`src/rtl/spi_frame_loader.sv`:
```
// spi_frame_loader: parses host packets arriving as bytes from an SPI slave,
// writes RGB pixels into the frame-buffer write port, requests buffer swaps,
// and hands a status byte back to the SPI slave when each transaction starts.
//
// Handshake: i_RX_DV is a one-cycle strobe qualifying i_RX_Byte; there is no
// back-pressure. o_TX_DV, o_Wr_En and o_Swap are one-cycle strobes that
// qualify o_TX_Byte, o_Wr_Addr/o_Wr_Data and the swap request respectively.
module spi_frame_loader #(
    parameter int ADDR_WIDTH = 11,
    parameter int NUM_PIXELS = 2048
) (
    input  logic                  i_Clk,
    input  logic                  i_Rst,
    input  logic                  i_RX_DV,
    input  logic [7:0]            i_RX_Byte,
    input  logic                  i_SPI_CS_n,
    output logic                  o_TX_DV,
    output logic [7:0]            o_TX_Byte,
    output logic                  o_Wr_En,
    output logic [ADDR_WIDTH-1:0] o_Wr_Addr,
    output logic [23:0]           o_Wr_Data,
    output logic                  o_Swap,
    output logic                  o_Error
);

    localparam logic [3:0] S_IDLE      = 4'd0;
    localparam logic [3:0] S_CMD       = 4'd1;
    localparam logic [3:0] S_ADDR_H    = 4'd2;
    localparam logic [3:0] S_ADDR_L    = 4'd3;
    localparam logic [3:0] S_PIX_R     = 4'd4;
    localparam logic [3:0] S_PIX_G     = 4'd5;
    localparam logic [3:0] S_PIX_B     = 4'd6;
    localparam logic [3:0] S_SWAP_WAIT = 4'd7;
    localparam logic [3:0] S_DISCARD   = 4'd8;

    localparam logic [ADDR_WIDTH-1:0] LAST_ADDR = ADDR_WIDTH'(NUM_PIXELS - 1);

    logic                  cs_meta, cs_sync, cs_prev;
    logic                  cs_fall, cs_rise;
    logic [3:0]            state, state_n;
    logic                  error, swap_pending;
    logic [7:0]            addr_hi, pix_r, pix_g;
    logic [ADDR_WIDTH-1:0] pix_addr;
    logic [15:0]           addr_full;
    logic                  err_set, do_write, load_addr, latch_hi;
    logic                  latch_r, latch_g, swap_req;

    assign cs_fall   = cs_prev & ~cs_sync;
    assign cs_rise   = ~cs_prev & cs_sync;
    assign addr_full = {addr_hi, i_RX_Byte};
    assign o_Error   = error;

    // Two-flop synchroniser on raw chip select plus a delayed copy for edge detection.
    always_ff @(posedge i_Clk or posedge i_Rst) begin
        if (i_Rst) begin
            cs_meta <= 1'b1;
            cs_sync <= 1'b1;
            cs_prev <= 1'b1;
        end else begin
            cs_meta <= i_SPI_CS_n;
            cs_sync <= cs_meta;
            cs_prev <= cs_sync;
        end
    end

    // Packet parser: the received byte is processed first, then end-of-transaction.
    always_comb begin
        state_n   = state;
        err_set   = 1'b0;
        do_write  = 1'b0;
        load_addr = 1'b0;
        latch_hi  = 1'b0;
        latch_r   = 1'b0;
        latch_g   = 1'b0;
        swap_req  = 1'b0;
        case (state)
            S_IDLE: if (cs_fall) state_n = S_CMD;
            S_CMD: if (i_RX_DV) begin
                case (i_RX_Byte)
                    8'h01:   state_n = S_ADDR_H;
                    8'h02:   state_n = S_SWAP_WAIT;
                    8'h00:   state_n = S_DISCARD;
                    default: begin
                        err_set = 1'b1;
                        state_n = S_DISCARD;
                    end
                endcase
            end
            S_ADDR_H: if (i_RX_DV) begin
                latch_hi = 1'b1;
                state_n  = S_ADDR_L;
            end
            S_ADDR_L: if (i_RX_DV) begin
                if ({16'd0, addr_full} >= 32'(NUM_PIXELS)) begin
                    err_set = 1'b1;
                    state_n = S_DISCARD;
                end else begin
                    load_addr = 1'b1;
                    state_n   = S_PIX_R;
                end
            end
            S_PIX_R: if (i_RX_DV) begin
                latch_r = 1'b1;
                state_n = S_PIX_G;
            end
            S_PIX_G: if (i_RX_DV) begin
                latch_g = 1'b1;
                state_n = S_PIX_B;
            end
            S_PIX_B: if (i_RX_DV) begin
                do_write = 1'b1;
                state_n  = S_PIX_R;
            end
            S_SWAP_WAIT: if (i_RX_DV) begin
                err_set = 1'b1;
                state_n = S_DISCARD;
            end
            S_DISCARD: state_n = S_DISCARD;
            default:   state_n = S_IDLE;
        endcase
        // An empty transaction (CMD with no byte) is harmless; one that stops
        // before the address is complete is a protocol error.
        if (cs_rise && state != S_IDLE) begin
            if (state_n == S_ADDR_H || state_n == S_ADDR_L) err_set = 1'b1;
            if (state_n == S_SWAP_WAIT) swap_req = 1'b1;
            state_n = S_IDLE;
        end
    end

    // State, status, latches, address counter and output strobes.
    always_ff @(posedge i_Clk or posedge i_Rst) begin
        if (i_Rst) begin
            state        <= S_IDLE;
            error        <= 1'b0;
            swap_pending <= 1'b0;
            addr_hi      <= 8'd0;
            pix_r        <= 8'd0;
            pix_g        <= 8'd0;
            pix_addr     <= '0;
            o_TX_DV      <= 1'b0;
            o_TX_Byte    <= 8'd0;
            o_Wr_En      <= 1'b0;
            o_Wr_Addr    <= '0;
            o_Wr_Data    <= 24'd0;
            o_Swap       <= 1'b0;
        end else begin
            state   <= state_n;
            o_TX_DV <= cs_fall;
            o_Wr_En <= do_write;
            o_Swap  <= swap_req;
            // Status is read-to-clear at transaction start; a fresh error wins.
            error   <= err_set | (error & ~cs_fall);
            if (cs_fall) o_TX_Byte <= {error, swap_pending, 6'b0};
            if (swap_req) swap_pending <= 1'b1;
            else if (cs_fall) swap_pending <= 1'b0;
            if (latch_hi) addr_hi <= i_RX_Byte;
            if (latch_r) pix_r <= i_RX_Byte;
            if (latch_g) pix_g <= i_RX_Byte;
            if (load_addr) begin
                pix_addr <= addr_full[ADDR_WIDTH-1:0];
            end else if (do_write) begin
                pix_addr <= (pix_addr == LAST_ADDR) ? '0 : pix_addr + 1'b1;
            end
            if (do_write) begin
                o_Wr_Addr <= pix_addr;
                o_Wr_Data <= {pix_r, pix_g, i_RX_Byte};
            end
        end
    end

endmodule

```
`config.mk`:
```
export PLATFORM = sky130hd
export DESIGN_NAME = spi_frame_loader
export DESIGN_NICKNAME = d
export VERILOG_FILES = /design/src/rtl/spi_frame_loader.sv
export SDC_FILE = /design/constraint.sdc
export NUM_CORES = 1
export LEC_CHECK = 0
export CAP_MARGIN = 40
export CORE_MARGIN = 2
export CORE_UTILIZATION = 38
export DETAILED_ROUTE_END_ITERATION = 8
export SYNTH_ARGS = -nofsm -noshare
export SYNTH_HDL_FRONTEND = slang
export SYNTH_SLANG_ARGS = --single-unit
```
`constraint.sdc`:
```
create_clock -name i_Clk -period 5.3 [get_ports i_Clk]
set_input_delay 1.59 -clock i_Clk [delete_from_list [all_inputs] [get_ports i_Clk]]
set_output_delay 1.59 -clock i_Clk [all_outputs]
set_load 0.01 [all_outputs]
```
==> flow_summary_export.csv, run 1 <==
group,metric,value,unit
run_status,status,"finished, final reports clean",
timing,finalSetupTns,0,ps
logic_synthesis,async_flop_share,100,%
clock_tree,clk_latency,350,ps
layout,area_growth,21.5,%
die,fp.coreArea,9590,µm²
timing,worst_pin_slew,814,ps
clock_tree,cts_max_level,3,
clock_tree,cts_root_buf,"clkbuf_8",
worst_setup_path,crit_chain,"clkdlybuf4s50_1 > nand3b_1 > or2_2 > clkinv_1 > o2111ai_1 > xor2_1 > o21ai_2",
worst_hold_path,hp-class,"register to register",
worst_setup_path,crit_fanout,31,
clock_tree,clk_pin_slew_worst_paths,80,ps
routing,via_per_inst,4.81,
clock_tree,clock-sinks,84,
clock_tree,cts-hold-fix-buffers,0,
routing,drc_errors,0,
logic_synthesis,synth.most_common_cell,"nand2_1",
routing,drt_iter0_drc,122,
logic_synthesis,synth_top_flop_cell,"dfrtp_1",
worst_setup_path,crit_required,5550,ps
timing,setup_viol,0,
timing,setup_ws,1540,ps
layout,diodes,0,
worst_setup_path,cpMaxStageDelayCell,"clkinv_1",
die,rows,36,
timing,rsz0062_at_grt,"false",
die,fp.dieH,103,µm
placement,place_hpwl,5180,µm
global_route,grt_pass1_vias,2620,
placement,portBuffers,52,
routing,drtPass1Iterations,4,
routing,wl,7760,µm
logic_synthesis,synth_top_area_share,54.8,%
routing,ant_nets,0,
layout,post-route-util,46.9,%
die,io_pins,59,
logic_synthesis,synth_area,3700,µm²
layout,finalNetCount,421,
global_route,grt_max_degree,40,
timing,period_share,70.9,%
logic_synthesis,yosysUniqueCellTypes,47,
logic_synthesis,yosysSeqAreaShare,56.9,%
logic_synthesis,syn_inst,360,
timing,drv_slew,0,
logic_synthesis,synthTopCellsByCount,"nand2_1 (127), dfrtp_1 (81), mux2_2 (26), nor2_1 (11), o21ai_0 (10)",
clock_tree,cts_tree,"yes",
worst_setup_path,path_buf_inv,2,
routing,vias,2625,
worst_setup_path,cp-start-kind,"primary input",
power_and_ir_drop,p_per_area,290,nW/µm²
global_route,antenna_found_initial,0,
die,start_util,38.5,%
die,die_x,103,µm
logic_synthesis,syn_area_per_cell,10.3,µm²
logic_synthesis,ys_warn_count,0,
timing,hold_viol_final,0,
logic_synthesis,synth_largest_area_cell,"dfrtp_1",
run,max-cap-violations,0,
timing,skew,6.01,ps
timing,timing.fmax,266,MHz
timing,maxSlewHeadroom,45.4,%
clock_tree,cts_buffer_depth,2,
placement,finalWeightedCongestion,0.849,
timing,period_needed,3760,ps
routing,routedWlPerCell,14.2,µm
power_and_ir_drop,leakage,2.16,nW
clock_tree,cts_buffers,9,
worst_setup_path,arrival,4000,ps
logic_synthesis,synth-seq-cells,84,
worst_setup_path,worst_setup_path_end_kind,"register",
global_route,gr-usage-all-layers,15.7,%
clock_tree,cts_setup_buffers,0,
die,die-area,10500,µm²
worst_setup_path,crit_path_max_incr_delay,630,ps
global_route,overflow,0,
power_and_ir_drop,finalPower,1.30,mW
logic_synthesis,synth_area_leaders,"dfrtp_1 (55%), nand2_1 (13%), mux2_2 (7.9%), dfstp_2 (2.1%), xor2_1 (2.1%)",
worst_setup_path,worstSetupPathType,"primary input to register",
global_route,grt_first_pass_wirelength,12900,µm
worst_setup_path,crit_family,"buffers and inverters",
clock_tree,cts_resized,0,
logic_synthesis,synth_edf_count,0,
layout,layout-drive-gt1-share,14.0,%
power_and_ir_drop,ir_worst_vdd,128,µV
placement,pre_cts_ws,1170,ps
==> where the power goes <==
| group | internal [mW] | total, mW | switching (mW) |
|---|---|---|---|
| Sequential | 0.663 | 0.688 | 0.0248 |
| Clock | 0.266 | 0.496 | 0.231 |
| Combinational | 0.0588 | 0.119 | 0.0604 |
==> cells in the final DEF, fill, tap and decap left out, types with 4 or more instances in the layout <==
| cell type | netlist | final |
|---|---|---|
| nand2_1 | 127 | 127 |
| a21oi_1 | 5 | 5 |
| o21ai_0 | 10 | 10 |
| nand2b_1 | 4 | 4 |
| clkdlybuf4s50_1 | 0 | 52 |
| nor2_1 | 11 | 11 |
| mux2_2 | 26 | 26 |
| clkbuf_8 | 4 | 9 |
| xor2_1 | 9 | 9 |
| nor2b_1 | 6 | 6 |
| dfrtp_1 | 81 | 81 |
| nand3_1 | 5 | 5 |
| conb_1 | 1 | 6 |
| nor3_1 | 5 | 5 |
==> cell families (layout without fill, tap and decap cells) <==
logic type                 count (synthesis)  count (layout)  share of synthesized area (%)
and+or+nand+nor                          178             178                           21.5
adders and majority gates                  1               1                          0.338
DFF                                       84              84                           56.9
other                                      1               6                          0.101
AOI/OAI and AO/OA                         33              33                           5.85
xor gates and xnor gates                   9               9                           2.13
muxes                                     26              26                           7.92
buffers and inverters                     28              76                           5.18
==> registers in the layout, indices dropped and copies added (netlist names) <==
register      count
o_Wr_Data        24
o_Wr_Addr        11
pix_addr         11
addr_hi           8
pix_g             8
pix_r             8
state             4
o_TX_Byte         2
cs_meta           1
cs_prev           1
cs_sync           1
o_Error           1
o_Swap            1
o_TX_DV           1
o_Wr_En           1
swap_pending      1
==> final cells by class <==
cell class / instances / area, µm²
timing repair buffer: 57 / 574
sequential: 84 / 2110
clock inverter: 6 / 88.8
clock buffer: 10 / 128
tap: 133 / 166
inverter: 3 / 12.5
multi-input combinational: 253 / 1420
fill: 909 / 5100
==> routing by layer <==
| metal | global-route usage, % | up-vias | part of all wire [%] |
|---|---|---|---|
| li1 | - | 1286 | - |
| met1 | 23.4 | 1271 | 50 |
| met2 | 23.4 | 63 | 44 |
| met3 | 3.25 | 5 | 4.4 |
| met4 | 4.31 | 0 | 1.2 |
| met5 | 0 | - | 0 |
==> path summary, 6_finish.rpt <==
path	start	endpoint	slack, ps	depth (start not counted)
min in group asynchronous	i_Rst	o_Wr_Data[12]$_DFFE_PP0P_	1500	2
min	cs_meta$_DFF_PP1_	cs_sync$_DFF_PP1_	360	0
max in group asynchronous	i_Rst	o_Wr_Data[4]$_DFFE_PP0P_	2860	4
min reg2reg	cs_meta$_DFF_PP1_	cs_sync$_DFF_PP1_	360	0
max	i_RX_DV	pix_addr[5]$_DFFE_PP0P_	1540	7
max reg2reg	state[3]$_DFF_PP0_	pix_addr[5]$_DFFE_PP0P_	2870	6
==> through the flow <==
step / instance area [µm²] / hold WS [ps] / instances
floorplan: 3720 / 345 / 365
global placement: 4250 / 345 / 528
detailed placement: 4280 / 347 / 530
CTS: 4500 / 360 / 546
global route: 4500 / 362 / 546
finish: 4500 / 359 / 546
No activity file was read; power rests on OpenSTA's default activity.
==> run 2: changes to the inputs <==
==> constraint.sdc (replaced) <==
create_clock -name i_Clk -period 3.25 [get_ports i_Clk]
set_input_delay 0.975 -clock i_Clk [delete_from_list [all_inputs] [get_ports i_Clk]]
set_output_delay 0.975 -clock i_Clk [all_outputs]
set_load 0.01 [all_outputs]
==> run 2 against run 1 <==
Net effect: clock skew about the same; clock power increased by 42%; die area unchanged.
==> flow_summary_export.csv, run 2 (synthesis results as in run 1) <==
group,metric,value,unit
die,fp.coreArea,9590,µm²
clock_tree,cts_buffer_depth,2,
routing,drt_iter0_drc,119,
routing,routedWlPerCell,14.3,µm
placement,pre_cts_ws,315,ps
layout,diodes,0,
worst_hold_path,min_to,"cs_sync$_DFF_PP1_",
power_and_ir_drop,leakage,2.19,nW
run,max-cap-violations,0,
routing,wl,7940,µm
clock_tree,cts_setup_buffers,0,
worst_setup_path,crit-reg2reg-launch,"state[3]$_DFF_PP0_",
layout,layout-drive-gt1-share,16.1,%
layout,final_common_cell,"nand2_1",
worst_setup_path,worst_setup_path_end_kind,"register",
layout,finalNetCount,430,
clock_tree,clock-sinks,84,
clock_tree,clk_latency,360,ps
layout,design_area,4530,µm²
timing,maxSlewHeadroom,58.6,%
routing,via_per_inst,4.79,
clock_tree,cts_buffers,9,
worst_setup_path,cpMaxStageDelayCell,"nor4_1",
clock_tree,cts-hold-fix-buffers,0,
placement,portBuffers,52,
timing,hold_viol_final,0,
routing,drc_errors,0,
layout,top_regs,"o_Wr_Data (24), o_Wr_Addr (11), pix_addr (11)",
global_route,antenna_found_initial,0,
layout,seq_area,2110,µm²
layout,final_cell_mix,"nand2_1 (127), dfrtp_1 (81), clkdlybuf4s50_1 (52)",
layout,largest_reg_flops,24,
global_route,overflow,0,
worst_setup_path,cp-start-kind,"primary input",
global_route,gr-usage-all-layers,16.5,%
timing,finalSetupTns,0,ps
clock_tree,clk_pin_slew_worst_paths,90,ps
worst_setup_path,crit_chain,"clkdlybuf4s50_1 > nor4_1 > nand4_1 > o22ai_1 > nand2_1 > o31ai_1",
worst_setup_path,crit_path_start,"i_RX_Byte[2]",
worst_hold_path,hold_depth,0,
routing,vias,2658,
placement,place_area,4340,µm²
timing,skew,6.42,ps
clock_tree,cts_resized,0,
clock_tree,cts_tree,"yes",
worst_setup_path,worstSetupPathType,"primary input to register",
timing,setup_viol,0,
global_route,grt_pass1_vias,2568,
routing,ant_nets,0,
worst_setup_path,crit_path_max_incr_delay,600,ps
power_and_ir_drop,p_per_area,448,nW/µm²
placement,place_hpwl,5330,µm
worst_hold_path,hp-class,"register to register",
die,die-area,10500,µm²
timing,timing.fmax,382,MHz
global_route,grt_max_degree,58,
worst_setup_path,worstReg2RegEnd,"pix_addr[5]$_DFFE_PP0P_",
timing,drv_slew,0,
die,start_util,38.5,%
worst_setup_path,ff2ff_setup_slack,1180,ps
global_route,grt_first_pass_wirelength,13100,µm
worst_setup_path,crit_fanout,3,
timing,period_needed,2620,ps
die,io_pins,59,
layout,top_register,"o_Wr_Data",
timing,period_share,80.5,%
layout,multi_input_area,1420,µm²
routing,drtPass1Iterations,4,
timing,setup_ws,635,ps
die,die_x,103,µm
run_status,status,"finished, final reports clean",
worst_setup_path,crit_required,3530,ps
clock_tree,cts_root_buf,"clkbuf_8",
die,rows,36,
power_and_ir_drop,ir_worst_vdd,208,µV
clock_tree,cts_max_level,3,
worst_setup_path,arrival,2890,ps
placement,finalWeightedCongestion,0.851,
worst_setup_path,reg2reg_depth,6,
timing,rsz0062_at_grt,"false",
die,fp.dieH,103,µm
layout,area_growth,22.4,%
worst_hold_path,min_from,"cs_meta$_DFF_PP1_",
power_and_ir_drop,finalPower,2.03,mW
timing,worst_pin_slew,616,ps
timing,whs,361,ps
layout,nFillCells,922,
run 2: critical path: cells and delay by family:
kind,cells,cell delay [ps]
compound gates,2,500
buf+inv,1,480
simple gates,3,930
run 2: worst max path at each step:
stage | to | depth (start not counted) | slack [ps]
after floorplan | addr_hi[0]$_DFFE_PP0P_ | 1 | 110
after detailed placement | swap_pending$_DFFE_PP0P_ | 6 | 320
after CTS | swap_pending$_DFFE_PP0P_ | 6 | 690
final | swap_pending$_DFFE_PP0P_ | 6 | 630
after global routing | pix_addr[5]$_DFFE_PP0P_ | 7 | 510
after global placement | swap_pending$_DFFE_PP0P_ | 6 | 340
run 2: final cells by class:
cell class                      count  area share, %
Clock inverter                      6           1.05
Sequential cell                    84           46.5
Clock buffer                       10           3.04
Tap cell                          133           3.68
Timing Repair Buffer               66           14.1
Inverter                            3          0.276
Multi-Input combinational cell    253           31.4
run 2: metal layers:
| metal | share of wire (%) | GRT usage (%) |
|---|---|---|
| met3 | 3.8 | 3.32 |
| met1 | 50 | 23.8 |
| met5 | 0 | 0 |
| met2 | 45 | 24.4 |
| met4 | 1.6 | 6.77 |
run 2: per-stage QoR:
step	instances	util (%)
2_1_floorplan	365	-
3_3_place_gp	539	45.3
3_5_place_dp	539	45.3
4_1_cts	555	47.2
5_1_grt	555	47.2
6_report	555	47.2
run 2: where the power goes:
part	internal, mW	switching (mW)
Sequential	1.08	0.0424
Combinational	0.102	0.0992
Clock	0.305	0.400
==> run 3: changes to the inputs <==
==> constraint.sdc (replaced) <==
create_clock -name i_Clk -period 2.26 [get_ports i_Clk]
set_input_delay 0.678 -clock i_Clk [delete_from_list [all_inputs] [get_ports i_Clk]]
set_output_delay 0.678 -clock i_Clk [all_outputs]
set_load 0.01 [all_outputs]
==> run 3 against run 2 <==
Net effect: hold slack hardly changed; worst setup slack worse by 490 ps; sequential power increased by 45%; power is 45% higher; sequential share of layout area down 1.5 points; die area did not move; first-iteration DRC count down 19%; clock power increased by 45%; count of clock-buffer cells in the layout down 1; via count is 2.5% higher; global-route usage increased by 0.24 points; core utilization grew 1.6 points.
==> flow_summary_export.csv, run 3 (synthesis results as in run 1) <==
group,metric,value,unit
layout,top_regs,"o_Wr_Data (24), o_Wr_Addr (11), pix_addr (11)",
clock_tree,cts_root_buf,"clkbuf_8",
clock_tree,cts_resized,0,
layout,finalNetCount,449,
timing,period_share,93.7,%
timing,setup_ws,142,ps
worst_hold_path,min_from,"cs_meta$_DFF_PP1_",
run_status,status,"finished, final reports clean",
die,die-area,10500,µm²
worst_setup_path,crit_fanout,4,
clock_tree,cts_setup_buffers,0,
placement,place_area,4500,µm²
timing,period_needed,2120,ps
timing,drv_slew,0,
worst_setup_path,endpoint,"swap_pending$_DFFE_PP0P_",
timing,timing.fmax,472,MHz
placement,finalWeightedCongestion,0.838,
worst_setup_path,crit_required,2530,ps
layout,layout-drive-gt1-share,19.7,%
clock_tree,cts_max_level,3,
layout,area_growth,26.6,%
clock_tree,cts-hold-fix-buffers,0,
worst_setup_path,worstSetupPathType,"primary input to register",
placement,place_hpwl,5590,µm
global_route,grt_max_degree,85,
clock_tree,cts_tree,"yes",
routing,drt_iter0_drc,96,
layout,largest_reg_flops,24,
power_and_ir_drop,pwr-share-comb,10.1,%
clock_tree,clk_pin_slew_worst_paths,100,ps
die,fp.dieH,103,µm
worst_setup_path,reg2reg_depth,6,
clock_tree,clk_latency,360,ps
layout,nFillCells,902,
clock_tree,cts_buffer_depth,2,
layout,design_area,4680,µm²
layout,top_register,"o_Wr_Data",
die,start_util,38.5,%
timing,skew,8.16,ps
worst_setup_path,crit_path_start,"i_RX_Byte[2]",
power_and_ir_drop,clock_power_share,34.9,%
die,io_pins,59,
layout,multi_input_area,1420,µm²
worst_setup_path,worstReg2RegEnd,"pix_addr[4]$_DFFE_PP0P_",
worst_setup_path,crit-reg2reg-launch,"addr_hi[3]$_DFFE_PP0P_",
global_route,gr-usage-all-layers,16.7,%
power_and_ir_drop,netSwitchingFraction,27.6,%
timing,maxSlewHeadroom,62.4,%
power_and_ir_drop,leakage,2.29,nW
global_route,antenna_found_initial,0,
routing,wl,8210,µm
worst_setup_path,arrival,2390,ps
routing,ant_nets,0,
global_route,overflow,0,
routing,drc_errors,0,
layout,final_cell_mix,"nand2_1 (127), dfrtp_1 (81), clkdlybuf4s50_1 (52)",
layout,final_common_cell,"nand2_1",
worst_setup_path,cp-start-kind,"primary input",
die,fp.coreArea,9590,µm²
worst_setup_path,worst_setup_path_end_kind,"register",
power_and_ir_drop,ir_worst_vdd,257,µV
power_and_ir_drop,finalPower,2.94,mW
power_and_ir_drop,p_sw,0.810,mW
global_route,grt_pass1_vias,2591,
routing,via_per_inst,4.75,
global_route,grt_first_pass_wirelength,13500,µm
timing,rsz0062_at_grt,"false",
placement,portBuffers,52,
routing,drtPass1Iterations,4,
power_and_ir_drop,p_per_area,627,nW/µm²
timing,worst_pin_slew,558,ps
routing,routedWlPerCell,14.3,µm
clock_tree,clock-sinks,84,
layout,seq_area,2110,µm²
power_and_ir_drop,intPower,2.12,mW
die,rows,36,
power_and_ir_drop,p_seq_share,55.0,%
placement,pre_cts_ws,-224,ps
worst_setup_path,ff2ff_setup_slack,330,ps
worst_hold_path,hp-class,"register to register",
run,max-cap-violations,0,
timing,setup_viol,0,
routing,vias,2725,
clock_tree,cts_buffers,9,
die,die_x,103,µm
timing,hold_viol_final,0,
layout,diodes,0,
[run 3: worst max-delay path, cell delays in order]
cell	delay [ps]
clkdlybuf4s50_1	460
nor4_1	410
buf_4	190
and4_1	210
a221oi_1	90
buf_4	160
o31ai_1	180
[run 3: final cells by class]
cell class	count	share of cell area (%)
Tap cell	133	3.55
Clock inverter	7	1.26
Sequential cell	84	45.0
Timing Repair Buffer	85	16.9
Multi-Input combinational cell	253	30.3
Clock buffer	9	2.64
Inverter	3	0.321
[run 3: power by group through the flow]
stage	registers [mW]	logic, mW	clock network, mW
floorplan	1.62	0.216	0
global placement	1.64	0.295	0
detailed placement	1.64	0.299	0
CTS	1.61	0.300	1.05
global route	1.62	0.332	1.11
finish	1.62	0.297	1.02
[run 3: per-stage QoR]
stage | cells | util, % | TNS, ps | hold slack [ps]
after floorplan | 365 | - | 0 | 345
after global placement | 558 | 46.9 | -2670 | 346
after detailed placement | 558 | 46.9 | -3710 | 347
after CTS | 574 | 48.8 | 0 | 362
after global routing | 574 | 48.8 | 0 | 366
final | 574 | 48.8 | 0 | 360
[run 3: worst min path at each step]
stage	endpoint	slack (ps)	cells past startpoint
floorplan	cs_sync$_DFF_PP1_	350	0
global placement	cs_sync$_DFF_PP1_	350	0
detailed placement	cs_sync$_DFF_PP1_	350	0
CTS	cs_sync$_DFF_PP1_	360	0
global route	cs_sync$_DFF_PP1_	370	0
finish	cs_sync$_DFF_PP1_	360	0
[run 3: per-layer routing]
metal	part of all wire, %	track usage (%)
met1	50	24.7
met2	44	24.3
met3	3.8	3.19
met4	2.2	6.56
met5	0	0
